File: config.mk
export PLATFORM = sky130hd
export DESIGN_NAME = decode_stage_flat
export DESIGN_NICKNAME = d
export VERILOG_FILES = /design/src/rtl/riscv_pkg.sv /design/src/rtl/decode_stage_if.sv /design/src/rtl/regfile.sv /design/src/rtl/decode_stage.sv /design/src/flat_wrapper.sv
export SDC_FILE = /design/constraint.sdc
export NUM_CORES = 2
export LEC_CHECK = 0
export ABC_CLOCK_PERIOD_IN_PS = 72600
export CORE_UTILIZATION = 55
export DETAILED_ROUTE_END_ITERATION = 7
export PLACE_DENSITY_LB_ADDON = 0.1
export SETUP_SLACK_MARGIN = 0.3
export SLEW_MARGIN = 5
export SYNTH_ARGS = -nofsm -noshare
export SYNTH_HDL_FRONTEND = slang
export SYNTH_SLANG_ARGS = --single-unit
File: constraint.sdc
create_clock -name clk -period 72.6 [get_ports clk]
set_input_delay 7.26 -clock clk [delete_from_list [all_inputs] [get_ports clk]]
set_output_delay 7.26 -clock clk [all_outputs]
set_load 0.02 [all_outputs]
File: src/rtl/riscv_pkg.sv
// RV32I decode definitions shared by the decode stage and its bench.
//   - opcode constants for the supported instruction classes
//   - alu_op_e   : 4-bit ALU operation carried in alu_ctrl_id
//   - wb_sel_e   : writeback source select carried in wb_sel_id
//   - imm_type_e : immediate format chosen by the decoder
//   - imm_gen    : sign-extending immediate builder
//   - alu_from_f3: funct3 (+ alternate bit) to ALU operation
package riscv_pkg;

  localparam logic [6:0] OP_R      = 7'b0110011;
  localparam logic [6:0] OP_IMM    = 7'b0010011;
  localparam logic [6:0] OP_LOAD   = 7'b0000011;
  localparam logic [6:0] OP_STORE  = 7'b0100011;
  localparam logic [6:0] OP_BRANCH = 7'b1100011;
  localparam logic [6:0] OP_JAL    = 7'b1101111;
  localparam logic [6:0] OP_JALR   = 7'b1100111;
  localparam logic [6:0] OP_LUI    = 7'b0110111;
  localparam logic [6:0] OP_AUIPC  = 7'b0010111;

  typedef enum logic [3:0] {
    ALU_ADD    = 4'd0,
    ALU_SUB    = 4'd1,
    ALU_SLL    = 4'd2,
    ALU_SLT    = 4'd3,
    ALU_SLTU   = 4'd4,
    ALU_XOR    = 4'd5,
    ALU_SRL    = 4'd6,
    ALU_SRA    = 4'd7,
    ALU_OR     = 4'd8,
    ALU_AND    = 4'd9,
    ALU_PASS_B = 4'd10
  } alu_op_e;

  typedef enum logic [1:0] {
    WB_ALU = 2'd0,
    WB_MEM = 2'd1,
    WB_PC4 = 2'd2
  } wb_sel_e;

  typedef enum logic [2:0] {
    IMM_NONE,
    IMM_I,
    IMM_S,
    IMM_B,
    IMM_U,
    IMM_J
  } imm_type_e;

  function automatic logic [31:0] imm_gen(input logic [31:0] instr, input imm_type_e t);
    logic [31:0] imm;
    imm = '0;
    case (t)
      IMM_I:   imm = {{20{instr[31]}}, instr[31:20]};
      IMM_S:   imm = {{20{instr[31]}}, instr[31:25], instr[11:7]};
      IMM_B:   imm = {{19{instr[31]}}, instr[31], instr[7], instr[30:25], instr[11:8], 1'b0};
      IMM_U:   imm = {instr[31:12], 12'b0};
      IMM_J:   imm = {{11{instr[31]}}, instr[31], instr[19:12], instr[20], instr[30:21], 1'b0};
      default: imm = '0;
    endcase
    return imm;
  endfunction

  // alt selects SUB over ADD and SRA over SRL
  function automatic alu_op_e alu_from_f3(input logic [2:0] f3, input logic alt);
    alu_op_e op;
    case (f3)
      3'b000:  op = alt ? ALU_SUB : ALU_ADD;
      3'b001:  op = ALU_SLL;
      3'b010:  op = ALU_SLT;
      3'b011:  op = ALU_SLTU;
      3'b100:  op = ALU_XOR;
      3'b101:  op = alt ? ALU_SRA : ALU_SRL;
      3'b110:  op = ALU_OR;
      default: op = ALU_AND;
    endcase
    return op;
  endfunction

endpackage

File: src/rtl/decode_stage_if.sv
// IF/ID -> decode -> ID/EX bus.
//   master: fetch side / downstream consumer (drives IF/ID, observes ID/EX)
//   slave : decode_stage (consumes IF/ID, drives rs*_addr_dec and ID/EX)
interface decode_stage_if #(
  parameter int unsigned XLEN = 32
);
  logic [31:0]     instr_if;
  logic [XLEN-1:0] pc_if;
  logic [XLEN-1:0] pc4_if;

  logic [4:0]      rs1_addr_dec;
  logic [4:0]      rs2_addr_dec;

  logic [XLEN-1:0] rs1_data_id;
  logic [XLEN-1:0] rs2_data_id;
  logic [XLEN-1:0] imm_id;
  logic [4:0]      rs1_addr_id;
  logic [4:0]      rs2_addr_id;
  logic [4:0]      rd_addr_id;
  logic [XLEN-1:0] pc_id;
  logic [XLEN-1:0] pc4_id;
  logic [2:0]      funct3_id;
  logic [3:0]      alu_ctrl_id;
  logic            alu_src_a_id;
  logic            alu_src_b_id;
  logic [1:0]      wb_sel_id;
  logic            reg_we_id;
  logic            mem_re_id;
  logic            mem_we_id;
  logic            branch_id;
  logic            jal_id;
  logic            jalr_id;
  logic            illegal_id;

  modport master (
    output instr_if, pc_if, pc4_if,
    input  rs1_addr_dec, rs2_addr_dec,
    input  rs1_data_id, rs2_data_id, imm_id, rs1_addr_id, rs2_addr_id, rd_addr_id,
    input  pc_id, pc4_id, funct3_id, alu_ctrl_id, alu_src_a_id, alu_src_b_id,
    input  wb_sel_id, reg_we_id, mem_re_id, mem_we_id, branch_id, jal_id, jalr_id,
    input  illegal_id
  );

  modport slave (
    input  instr_if, pc_if, pc4_if,
    output rs1_addr_dec, rs2_addr_dec,
    output rs1_data_id, rs2_data_id, imm_id, rs1_addr_id, rs2_addr_id, rd_addr_id,
    output pc_id, pc4_id, funct3_id, alu_ctrl_id, alu_src_a_id, alu_src_b_id,
    output wb_sel_id, reg_we_id, mem_re_id, mem_we_id, branch_id, jal_id, jalr_id,
    output illegal_id
  );
endinterface

File: src/rtl/regfile.sv
// Architectural register file, 2 combinational read ports, 1 write port.
//   clk, reset        : clock, asynchronous active-high reset (clears x1..xN-1)
//   we, waddr, wdata  : writeback port; writes to x0 are dropped
//   raddr1/2, rdata1/2: read ports; x0 reads 0, same-cycle write is bypassed
module regfile #(
  parameter int unsigned XLEN  = 32,
  parameter int unsigned NREGS = 32,
  parameter int unsigned AW    = $clog2(NREGS)
) (
  input  logic            clk,
  input  logic            reset,
  input  logic            we,
  input  logic [AW-1:0]   waddr,
  input  logic [XLEN-1:0] wdata,
  input  logic [AW-1:0]   raddr1,
  output logic [XLEN-1:0] rdata1,
  input  logic [AW-1:0]   raddr2,
  output logic [XLEN-1:0] rdata2
);

  logic [XLEN-1:0] regs [1:NREGS-1];
  logic            wr_en;

  assign wr_en = we && (waddr != '0);

  always_ff @(posedge clk or posedge reset) begin
    if (reset) begin
      for (int unsigned i = 1; i < NREGS; i++) regs[i] <= '0;
    end else if (wr_en) begin
      regs[waddr] <= wdata;
    end
  end

  assign rdata1 = (raddr1 == '0)               ? '0    :
                  (wr_en && waddr == raddr1)   ? wdata : regs[raddr1];
  assign rdata2 = (raddr2 == '0)               ? '0    :
                  (wr_en && waddr == raddr2)   ? wdata : regs[raddr2];

endmodule

File: src/rtl/decode_stage.sv
// RV32I instruction-decode stage with ID/EX pipeline register.
//   clk, reset               : clock, asynchronous active-high reset
//   wb_we, wb_rd, wb_data    : register-file write port from writeback
//   stall_id, flush_id       : hazard control of ID/EX (flush wins over stall)
//   bus (decode_stage_if)    : IF/ID inputs, rs*_addr_dec to hazard unit,
//                              registered ID/EX outputs
module decode_stage
  import riscv_pkg::*;
#(
  parameter int unsigned XLEN  = 32,
  parameter int unsigned NREGS = 32
) (
  input  logic            clk,
  input  logic            reset,
  input  logic            wb_we,
  input  logic [4:0]      wb_rd,
  input  logic [XLEN-1:0] wb_data,
  input  logic            stall_id,
  input  logic            flush_id,
  decode_stage_if.slave   bus
);

  typedef struct packed {
    logic [XLEN-1:0] rs1_data;
    logic [XLEN-1:0] rs2_data;
    logic [XLEN-1:0] imm;
    logic [XLEN-1:0] pc;
    logic [XLEN-1:0] pc4;
    logic [4:0]      rs1_addr;
    logic [4:0]      rs2_addr;
    logic [4:0]      rd_addr;
    logic [2:0]      funct3;
    alu_op_e         alu_ctrl;
    logic            alu_src_a;
    logic            alu_src_b;
    wb_sel_e         wb_sel;
    logic            reg_we;
    logic            mem_re;
    logic            mem_we;
    logic            branch;
    logic            jal;
    logic            jalr;
    logic            illegal;
  } id_ex_t;

  logic [31:0]     instr;
  logic [XLEN-1:0] rs1_rdata, rs2_rdata;
  id_ex_t          dec, idex;
  imm_type_e       imm_t;

  assign instr            = bus.instr_if;
  assign bus.rs1_addr_dec = instr[19:15];
  assign bus.rs2_addr_dec = instr[24:20];

  regfile #(
    .XLEN  (XLEN),
    .NREGS (NREGS)
  ) u_regfile (
    .clk    (clk),
    .reset  (reset),
    .we     (wb_we),
    .waddr  (wb_rd),
    .wdata  (wb_data),
    .raddr1 (instr[19:15]),
    .rdata1 (rs1_rdata),
    .raddr2 (instr[24:20]),
    .rdata2 (rs2_rdata)
  );

  always_comb begin
    dec          = '0;
    imm_t        = IMM_NONE;
    dec.rs1_addr = instr[19:15];
    dec.rs2_addr = instr[24:20];
    dec.rs1_data = rs1_rdata;
    dec.rs2_data = rs2_rdata;
    dec.pc       = bus.pc_if;
    dec.pc4      = bus.pc4_if;
    dec.funct3   = instr[14:12];
    case (instr[6:0])
      OP_R: begin
        // only funct7 0000000, or 0100000 on SUB/SRA, is a valid R-type
        if (instr[31:25] == 7'b0000000 ||
            (instr[31:25] == 7'b0100000 && (instr[14:12] == 3'b000 || instr[14:12] == 3'b101))) begin
          dec.reg_we   = 1'b1;
          dec.alu_ctrl = alu_from_f3(instr[14:12], instr[30]);
        end else begin
          dec.illegal  = 1'b1;
        end
      end
      OP_IMM: begin
        imm_t         = IMM_I;
        dec.reg_we    = 1'b1;
        dec.alu_src_b = 1'b1;
        // bit 30 is immediate data except on SRAI
        dec.alu_ctrl  = alu_from_f3(instr[14:12], instr[14:12] == 3'b101 && instr[30]);
      end
      OP_LOAD: begin
        imm_t         = IMM_I;
        dec.reg_we    = 1'b1;
        dec.mem_re    = 1'b1;
        dec.alu_src_b = 1'b1;
        dec.wb_sel    = WB_MEM;
      end
      OP_STORE: begin
        imm_t         = IMM_S;
        dec.mem_we    = 1'b1;
        dec.alu_src_b = 1'b1;
      end
      OP_BRANCH: begin
        imm_t         = IMM_B;
        dec.branch    = 1'b1;
        dec.alu_ctrl  = ALU_SUB;
      end
      OP_JAL: begin
        imm_t         = IMM_J;
        dec.jal       = 1'b1;
        dec.reg_we    = 1'b1;
        dec.alu_src_a = 1'b1;
        dec.alu_src_b = 1'b1;
        dec.wb_sel    = WB_PC4;
      end
      OP_JALR: begin
        imm_t         = IMM_I;
        dec.jalr      = 1'b1;
        dec.reg_we    = 1'b1;
        dec.alu_src_b = 1'b1;
        dec.wb_sel    = WB_PC4;
      end
      OP_LUI: begin
        imm_t         = IMM_U;
        dec.reg_we    = 1'b1;
        dec.alu_src_b = 1'b1;
        dec.alu_ctrl  = ALU_PASS_B;
      end
      OP_AUIPC: begin
        imm_t         = IMM_U;
        dec.reg_we    = 1'b1;
        dec.alu_src_a = 1'b1;
        dec.alu_src_b = 1'b1;
      end
      // an all-zero word is a fetch bubble, not an illegal instruction
      default: dec.illegal = (instr != '0);
    endcase
    dec.imm     = imm_gen(instr, imm_t);
    dec.rd_addr = dec.reg_we ? instr[11:7] : '0;
  end

  always_ff @(posedge clk or posedge reset) begin
    if (reset)          idex <= '0;
    else if (flush_id)  idex <= '0;
    else if (!stall_id) idex <= dec;
  end

  assign bus.rs1_data_id  = idex.rs1_data;
  assign bus.rs2_data_id  = idex.rs2_data;
  assign bus.imm_id       = idex.imm;
  assign bus.rs1_addr_id  = idex.rs1_addr;
  assign bus.rs2_addr_id  = idex.rs2_addr;
  assign bus.rd_addr_id   = idex.rd_addr;
  assign bus.pc_id        = idex.pc;
  assign bus.pc4_id       = idex.pc4;
  assign bus.funct3_id    = idex.funct3;
  assign bus.alu_ctrl_id  = idex.alu_ctrl;
  assign bus.alu_src_a_id = idex.alu_src_a;
  assign bus.alu_src_b_id = idex.alu_src_b;
  assign bus.wb_sel_id    = idex.wb_sel;
  assign bus.reg_we_id    = idex.reg_we;
  assign bus.mem_re_id    = idex.mem_re;
  assign bus.mem_we_id    = idex.mem_we;
  assign bus.branch_id    = idex.branch;
  assign bus.jal_id       = idex.jal;
  assign bus.jalr_id      = idex.jalr;
  assign bus.illegal_id   = idex.illegal;

endmodule

File: src/flat_wrapper.sv
// flat-port wrapper written by rule: the top's interface ports become plain ports
module decode_stage_flat import riscv_pkg::*;
#(
  parameter int unsigned XLEN  = 32,
  parameter int unsigned NREGS = 32
)
  (clk, reset, wb_we, wb_rd, wb_data, stall_id, flush_id, bus_instr_if, bus_pc_if, bus_pc4_if, bus_rs1_addr_dec, bus_rs2_addr_dec, bus_rs1_data_id, bus_rs2_data_id, bus_imm_id, bus_rs1_addr_id, bus_rs2_addr_id, bus_rd_addr_id, bus_pc_id, bus_pc4_id, bus_funct3_id, bus_alu_ctrl_id, bus_alu_src_a_id, bus_alu_src_b_id, bus_wb_sel_id, bus_reg_we_id, bus_mem_re_id, bus_mem_we_id, bus_branch_id, bus_jal_id, bus_jalr_id, bus_illegal_id);
  decode_stage_if #(.XLEN(XLEN)) bus_i ();
  input  logic clk;
  input  logic reset;
  input  logic wb_we;
  input  logic [4:0] wb_rd;
  input  logic [XLEN-1:0] wb_data;
  input  logic stall_id;
  input  logic flush_id;
  input wire logic [$bits(bus_i.instr_if)-1:0] bus_instr_if;
  input wire logic [$bits(bus_i.pc_if)-1:0] bus_pc_if;
  input wire logic [$bits(bus_i.pc4_if)-1:0] bus_pc4_if;
  output wire logic [$bits(bus_i.rs1_addr_dec)-1:0] bus_rs1_addr_dec;
  output wire logic [$bits(bus_i.rs2_addr_dec)-1:0] bus_rs2_addr_dec;
  output wire logic [$bits(bus_i.rs1_data_id)-1:0] bus_rs1_data_id;
  output wire logic [$bits(bus_i.rs2_data_id)-1:0] bus_rs2_data_id;
  output wire logic [$bits(bus_i.imm_id)-1:0] bus_imm_id;
  output wire logic [$bits(bus_i.rs1_addr_id)-1:0] bus_rs1_addr_id;
  output wire logic [$bits(bus_i.rs2_addr_id)-1:0] bus_rs2_addr_id;
  output wire logic [$bits(bus_i.rd_addr_id)-1:0] bus_rd_addr_id;
  output wire logic [$bits(bus_i.pc_id)-1:0] bus_pc_id;
  output wire logic [$bits(bus_i.pc4_id)-1:0] bus_pc4_id;
  output wire logic [$bits(bus_i.funct3_id)-1:0] bus_funct3_id;
  output wire logic [$bits(bus_i.alu_ctrl_id)-1:0] bus_alu_ctrl_id;
  output wire logic [$bits(bus_i.alu_src_a_id)-1:0] bus_alu_src_a_id;
  output wire logic [$bits(bus_i.alu_src_b_id)-1:0] bus_alu_src_b_id;
  output wire logic [$bits(bus_i.wb_sel_id)-1:0] bus_wb_sel_id;
  output wire logic [$bits(bus_i.reg_we_id)-1:0] bus_reg_we_id;
  output wire logic [$bits(bus_i.mem_re_id)-1:0] bus_mem_re_id;
  output wire logic [$bits(bus_i.mem_we_id)-1:0] bus_mem_we_id;
  output wire logic [$bits(bus_i.branch_id)-1:0] bus_branch_id;
  output wire logic [$bits(bus_i.jal_id)-1:0] bus_jal_id;
  output wire logic [$bits(bus_i.jalr_id)-1:0] bus_jalr_id;
  output wire logic [$bits(bus_i.illegal_id)-1:0] bus_illegal_id;
  assign bus_i.instr_if = bus_instr_if;
  assign bus_i.pc_if = bus_pc_if;
  assign bus_i.pc4_if = bus_pc4_if;
  assign bus_rs1_addr_dec = bus_i.rs1_addr_dec;
  assign bus_rs2_addr_dec = bus_i.rs2_addr_dec;
  assign bus_rs1_data_id = bus_i.rs1_data_id;
  assign bus_rs2_data_id = bus_i.rs2_data_id;
  assign bus_imm_id = bus_i.imm_id;
  assign bus_rs1_addr_id = bus_i.rs1_addr_id;
  assign bus_rs2_addr_id = bus_i.rs2_addr_id;
  assign bus_rd_addr_id = bus_i.rd_addr_id;
  assign bus_pc_id = bus_i.pc_id;
  assign bus_pc4_id = bus_i.pc4_id;
  assign bus_funct3_id = bus_i.funct3_id;
  assign bus_alu_ctrl_id = bus_i.alu_ctrl_id;
  assign bus_alu_src_a_id = bus_i.alu_src_a_id;
  assign bus_alu_src_b_id = bus_i.alu_src_b_id;
  assign bus_wb_sel_id = bus_i.wb_sel_id;
  assign bus_reg_we_id = bus_i.reg_we_id;
  assign bus_mem_re_id = bus_i.mem_re_id;
  assign bus_mem_we_id = bus_i.mem_we_id;
  assign bus_branch_id = bus_i.branch_id;
  assign bus_jal_id = bus_i.jal_id;
  assign bus_jalr_id = bus_i.jalr_id;
  assign bus_illegal_id = bus_i.illegal_id;
  decode_stage #(.XLEN(XLEN), .NREGS(NREGS)) u_core (.clk(clk), .reset(reset), .wb_we(wb_we), .wb_rd(wb_rd), .wb_data(wb_data), .stall_id(stall_id), .flush_id(flush_id), .bus(bus_i));
endmodule
Yosys cells after proc, flatten, opt, wreduce, memory -nomap -nowiden
Cells that the tools add are included.
Widths: inputs -> output; s select.

word-level totals
  register bits after elaboration = 1185
  logic and storage cells = 141
  output and inout port bits = 203

cells by class
  reduce and logical (&&, ||, !) cells = 21
  bitwise gates (word level) = 3
  $lt $le $gt $ge = 4
  equal/unequal tests = 24
  multiplexer cells = 38

operators with widths
  operator            number
  $bwmux 992          1
  $mux 193            2
  $bmux 32 s5         2
  $mux 32             9
  $demux 32 s5        1
  $pmux 32 s5         1
  $pmux 4 s7          2
  $reduce_bool 32->1  1
  $eq 7x6->1 const B  4
  $eq 7x7->1 const B  3
  $ge 6x6->1 const B  3
  $not 5->6           3
  $pmux 4 s4          1
  $eq 3x3->1 const B  5
  $pmux 3 s5          1
  $eq 7x5->1 const B  2
  $mux 1              13
  $eq 3x2->1 const B  4
  $eq 5x5->1          2
  $logic_not 5->1     2
  $reduce_or 8->1     1
  $eq 7x2->1 const B  1
  $logic_not 7->1     1
  $reduce_or 7->1     1
  14 further kinds    24

Longest topological paths before layout
  depth in word-level cells = 9
  depth in mapped cells = 11

Hierarchy
From an unflattened synthesis, not the netlist that was laid out.

second synthesis, totals
  cell total of the unflattened synthesis = 4299
  area total of the unflattened synthesis = 61536.5 µm²

modules (own cells, without submodules)
  module        cells an instance  times used  area each (µm²)  sequential area each (µm²)
  regfile       3567               1           53338.7          24823.8
  decode_stage  732                1           8197.9           4804.6

Worst setup path before layout
No wires, ideal clock.

  path type = input to output
  start point = input bus_instr_if[15]
  end point = output bus_rs1_addr_dec[0]
  arrival = 7.394 ns
  path buffers = 1
  data required time = 65.340 ns
  slack = 57.946 ns
  stages = 1
  cells stage by stage = buf_4

RTL lines
  item         RTL line            RTL
  from (decl)  flat_wrapper.sv:16  input wire logic [$bits(bus_i.instr_if)-1:0] bus_instr_if;
  to (decl)    flat_wrapper.sv:19  output wire logic [$bits(bus_i.rs1_addr_dec)-1:0] bus_rs1_addr_dec;

No word-level cell between the ends.

Final worst setup path
  start point = input bus_instr_if[21]
  end point = output bus_rs2_addr_dec[1]

RTL lines
  item       RTL line            RTL
  to (decl)  flat_wrapper.sv:20  output wire logic [$bits(bus_i.rs2_addr_dec)-1:0] bus_rs2_addr_dec;

No word-level cell between the ends.

==> reports/metrics.yaml <==
clock_tree:
  cts_resized: 0
  root_buffer: "clkbuf_16"
  cts_hold_buffers: 0
  path_clk_slew_ps: 60
  clk_latency_ps: 740
  htree_levels: 4
  cts_setup_buffers: 0
  numCtsBuffers: 133
  cts_tree: "done"
  cts_sinks: 1184
  cts_buffer_depth: 3
drt:
  drt_wl_total_um: 197000
  dr.first_iter.drc_count: 4136
  drt_first_pass_iters: 5
  vias_per_cell: 6.92
  detail-route-antenna-nets: 0
  via_count: 41181
  remaining_drc_errors: 0
  wire_per_inst_um: 33.0
setup_path:
  crit-reg2reg-launch: "u_core.u_regfile.regs[530]$_DFFE_PP0P_"
  crit_path_max_fanout: 50
  path_buf_inv: 2
  critPathSlowestCell: "clkdlybuf4s50_1"
  critPathRequiredTime_ps: 65340
  endpoint_kind: "output port"
  critPathTopFamily: "buffers and inverters"
  startpoint: "bus_instr_if[21]"
  crit_path_max_incr_delay_ps: 740
  crit_type: "primary input to output port"
  arrival_ps: 8480
  crit_path_start_kind: "primary input"
  path_cells: "buf_8, clkdlybuf4s50_1"
cells_and_area:
  final_cell_mix: "dfrtp_1, mux2_2, mux4_2"
  areaGrowthSynthToFinish_pct: 13.7
  nFillCells: 8328
  layout.nets: 4512
  fin_util_pct: 63.5
  drive_gt1_share_pct: 42.0
  final_common_cell: "dfrtp_1"
placed_design:
  port_buffers: 340
  detailedPlace.worstSlack_ps: 56900
  gp_congestion: 0.864
  dp_hpwl_um: 116000
timing:
  whs_ps: 485
  finalSetupViolCount: 0
  clock.fmax_ghz: 0.0635
  fin_setup_tns_ps: 0
  worst_clock_skew_ps: 21.7
  slew_viol_final: 0
  fin_crit_ps: 15740
  max_slew.worst_pin.slew_ps: 1280
  rsz0062_at_grt: "no"
  setup_ws_ps: 56860
  slew_headroom_pct: 14.3
  final_hold_viol_count: 0
  fin_crit_sh_pct: 21.7
yosys:
  async_reset_ff_share_pct: 100
  ys_seq_area_share_pct: 48.5
  synth_top_area_share_pct: 48.5
  ys_ff_latch: 1184
  syn_area_um2: 61100
  ys.flop_type: "dfrtp_1"
  yosys-top-cells-area: "dfrtp_1, mux2_2, mux4_2"
  synth-edff-count: 0
  synth_top_area_cell: "dfrtp_1"
  synthDistinctLibCells: 65
  syn_avg_cell_area_um2: 14.4
  syn_inst: 4246
  yosysWarnings: 0
  syn_nets: 4384
min_path:
  hold_path.class: "flop to flop"
  hp-start: "u_core.bus.wb_sel_id[1]$_DFFE_PP0P_"
power_and_ir_drop:
  power_mw: 1.87
  ir_worst_vdd_mv: 0.0228
  p_int_mw: 1.37
  p_switching_mw: 0.500
  p_clk_share_pct: 35.0
  switching_share_pct: 26.7
  power.leakage_nw: 30.1
  p_comb_share_pct: 19.3
  p_per_area_nw_per_um2: 26.9
  p_seq_share_pct: 45.7
floorplan:
  die_h_um: 335
  core_um2: 109000
  num_rows: 121
  initial_utilization_pct: 55.8
  die_x_um: 335
  dieArea_um2: 112000
  ioPinCount: 341
job:
  cap_violations: 0
global_route:
  grt_pass1_vias: 41233
  grt_antenna_before_repair: 10
  overflow: 0
  grt_max_degree: 169
  grt_usage_pct: 35.3
  grt_pass1_wl_um: 288000
outcome:
  status: "complete, no violations"
-- metal layers --
layer  share of wire [%]  track usage (%)
met5               0.025                0
met3                 9.4             8.41
met1                  41             49.4
met4                 4.5             15.2
met2                  45             53.0
-- sequential cells by signal, indices dropped and copies added, names as in the netlist, 2 cells and up --
signal,cells
u_core.bus.alu_ctrl_id,4
u_core.bus.funct3_id,3
u_core.bus.imm_id,32
u_core.bus.pc4_id,32
u_core.bus.pc_id,32
u_core.bus.rd_addr_id,5
u_core.bus.rs1_addr_id,5
u_core.bus.rs1_data_id,32
u_core.bus.rs2_addr_id,5
u_core.bus.rs2_data_id,32
u_core.bus.wb_sel_id,2
u_core.u_regfile.regs,992
-- final timing paths --
| path | endpoint | slack (ps) | cells past startpoint |
|---|---|---|---|
| setup reg to reg | u_core.bus.rs1_data_id[18]$_DFFE_PP0P_ | 70370 | 5 |
| max in group asynchronous | u_core.u_regfile.regs[369]$_DFFE_PP0P_ | 61300 | 6 |
| hold reg to reg | u_core.bus.wb_sel_id[1]$_DFFE_PP0P_ | 480 | 2 |
| hold / removal | u_core.bus.wb_sel_id[1]$_DFFE_PP0P_ | 480 | 2 |
| min in group asynchronous | u_core.u_regfile.regs[456]$_DFFE_PP0P_ | 7090 | 2 |
| setup / recovery | bus_rs2_addr_dec[1] | 56860 | 2 |
-- stage by stage --
| stage | cells | instance area, um2 |
|---|---|---|
| 2_1_floorplan | 4246 | 61100 |
| 3_3_place_gp | 5715 | 65400 |
| 3_5_place_dp | 5715 | 65400 |
| 4_1_cts | 5945 | 69500 |
| 5_1_grt | 5948 | 69500 |
| 6_report | 5951 | 69500 |
-- synthesized netlist by cell type, types with 12 or more instances --
master / instances
a211oi_1: 33
mux2_2: 1094
o21ai_0: 46
a221oi_1: 58
a221o_1: 53
a22oi_1: 60
clkbuf_1: 237
buf_2: 87
mux4_2: 435
nor2b_1: 23
nor2_1: 176
a22o_1: 25
a21oi_1: 33
mux2i_1: 178
a2111oi_0: 27
nor3_1: 62
dfrtp_1: 1184
o22ai_1: 39
o2bb2ai_1: 18
buf_1: 67
nand3b_1: 12
nand3_1: 20
buf_4: 46
nand2_1: 109
-- area by class of cell --
type | instances | area (um2) | area share, %
diodes | 6 | 15.0 | 0.0216
clock buffers | 207 | 3920 | 5.64
clock inverters | 23 | 229 | 0.329
inverters | 5 | 26.3 | 0.0378
multi-input cells | 2609 | 29700 | 42.7
flip-flops and latches | 1184 | 29600 | 42.6
well taps | 1476 | 1850 | 2.66
repair buffers | 441 | 4200 | 6.03
-- power by group through the flow --
stage / Combinational [mW] / Clock (mW) / Sequential, mW
after global routing: 0.385 / 0.690 / 0.868
after CTS: 0.362 / 0.663 / 0.850
final: 0.362 / 0.655 / 0.854
after global placement: 0.353 / 0 / 0.854
after detailed placement: 0.360 / 0 / 0.861
after floorplan: 0.273 / 0 / 0.846
-- kinds of logic (layout without fill, tap and decap cells) --
family,count (synthesis),in the layout,synth area share [%]
multiplexers,1708,1708,39.1
flip-flops,1184,1184,48.5
AND/OR/NAND/NOR,456,456,3.43
buffers and inverters,453,676,3.40
AO/OA/AOI/OAI,433,433,5.41
XOR/XNOR,12,12,0.172
other,0,6,0
Power figures use the tool's default switching activity.
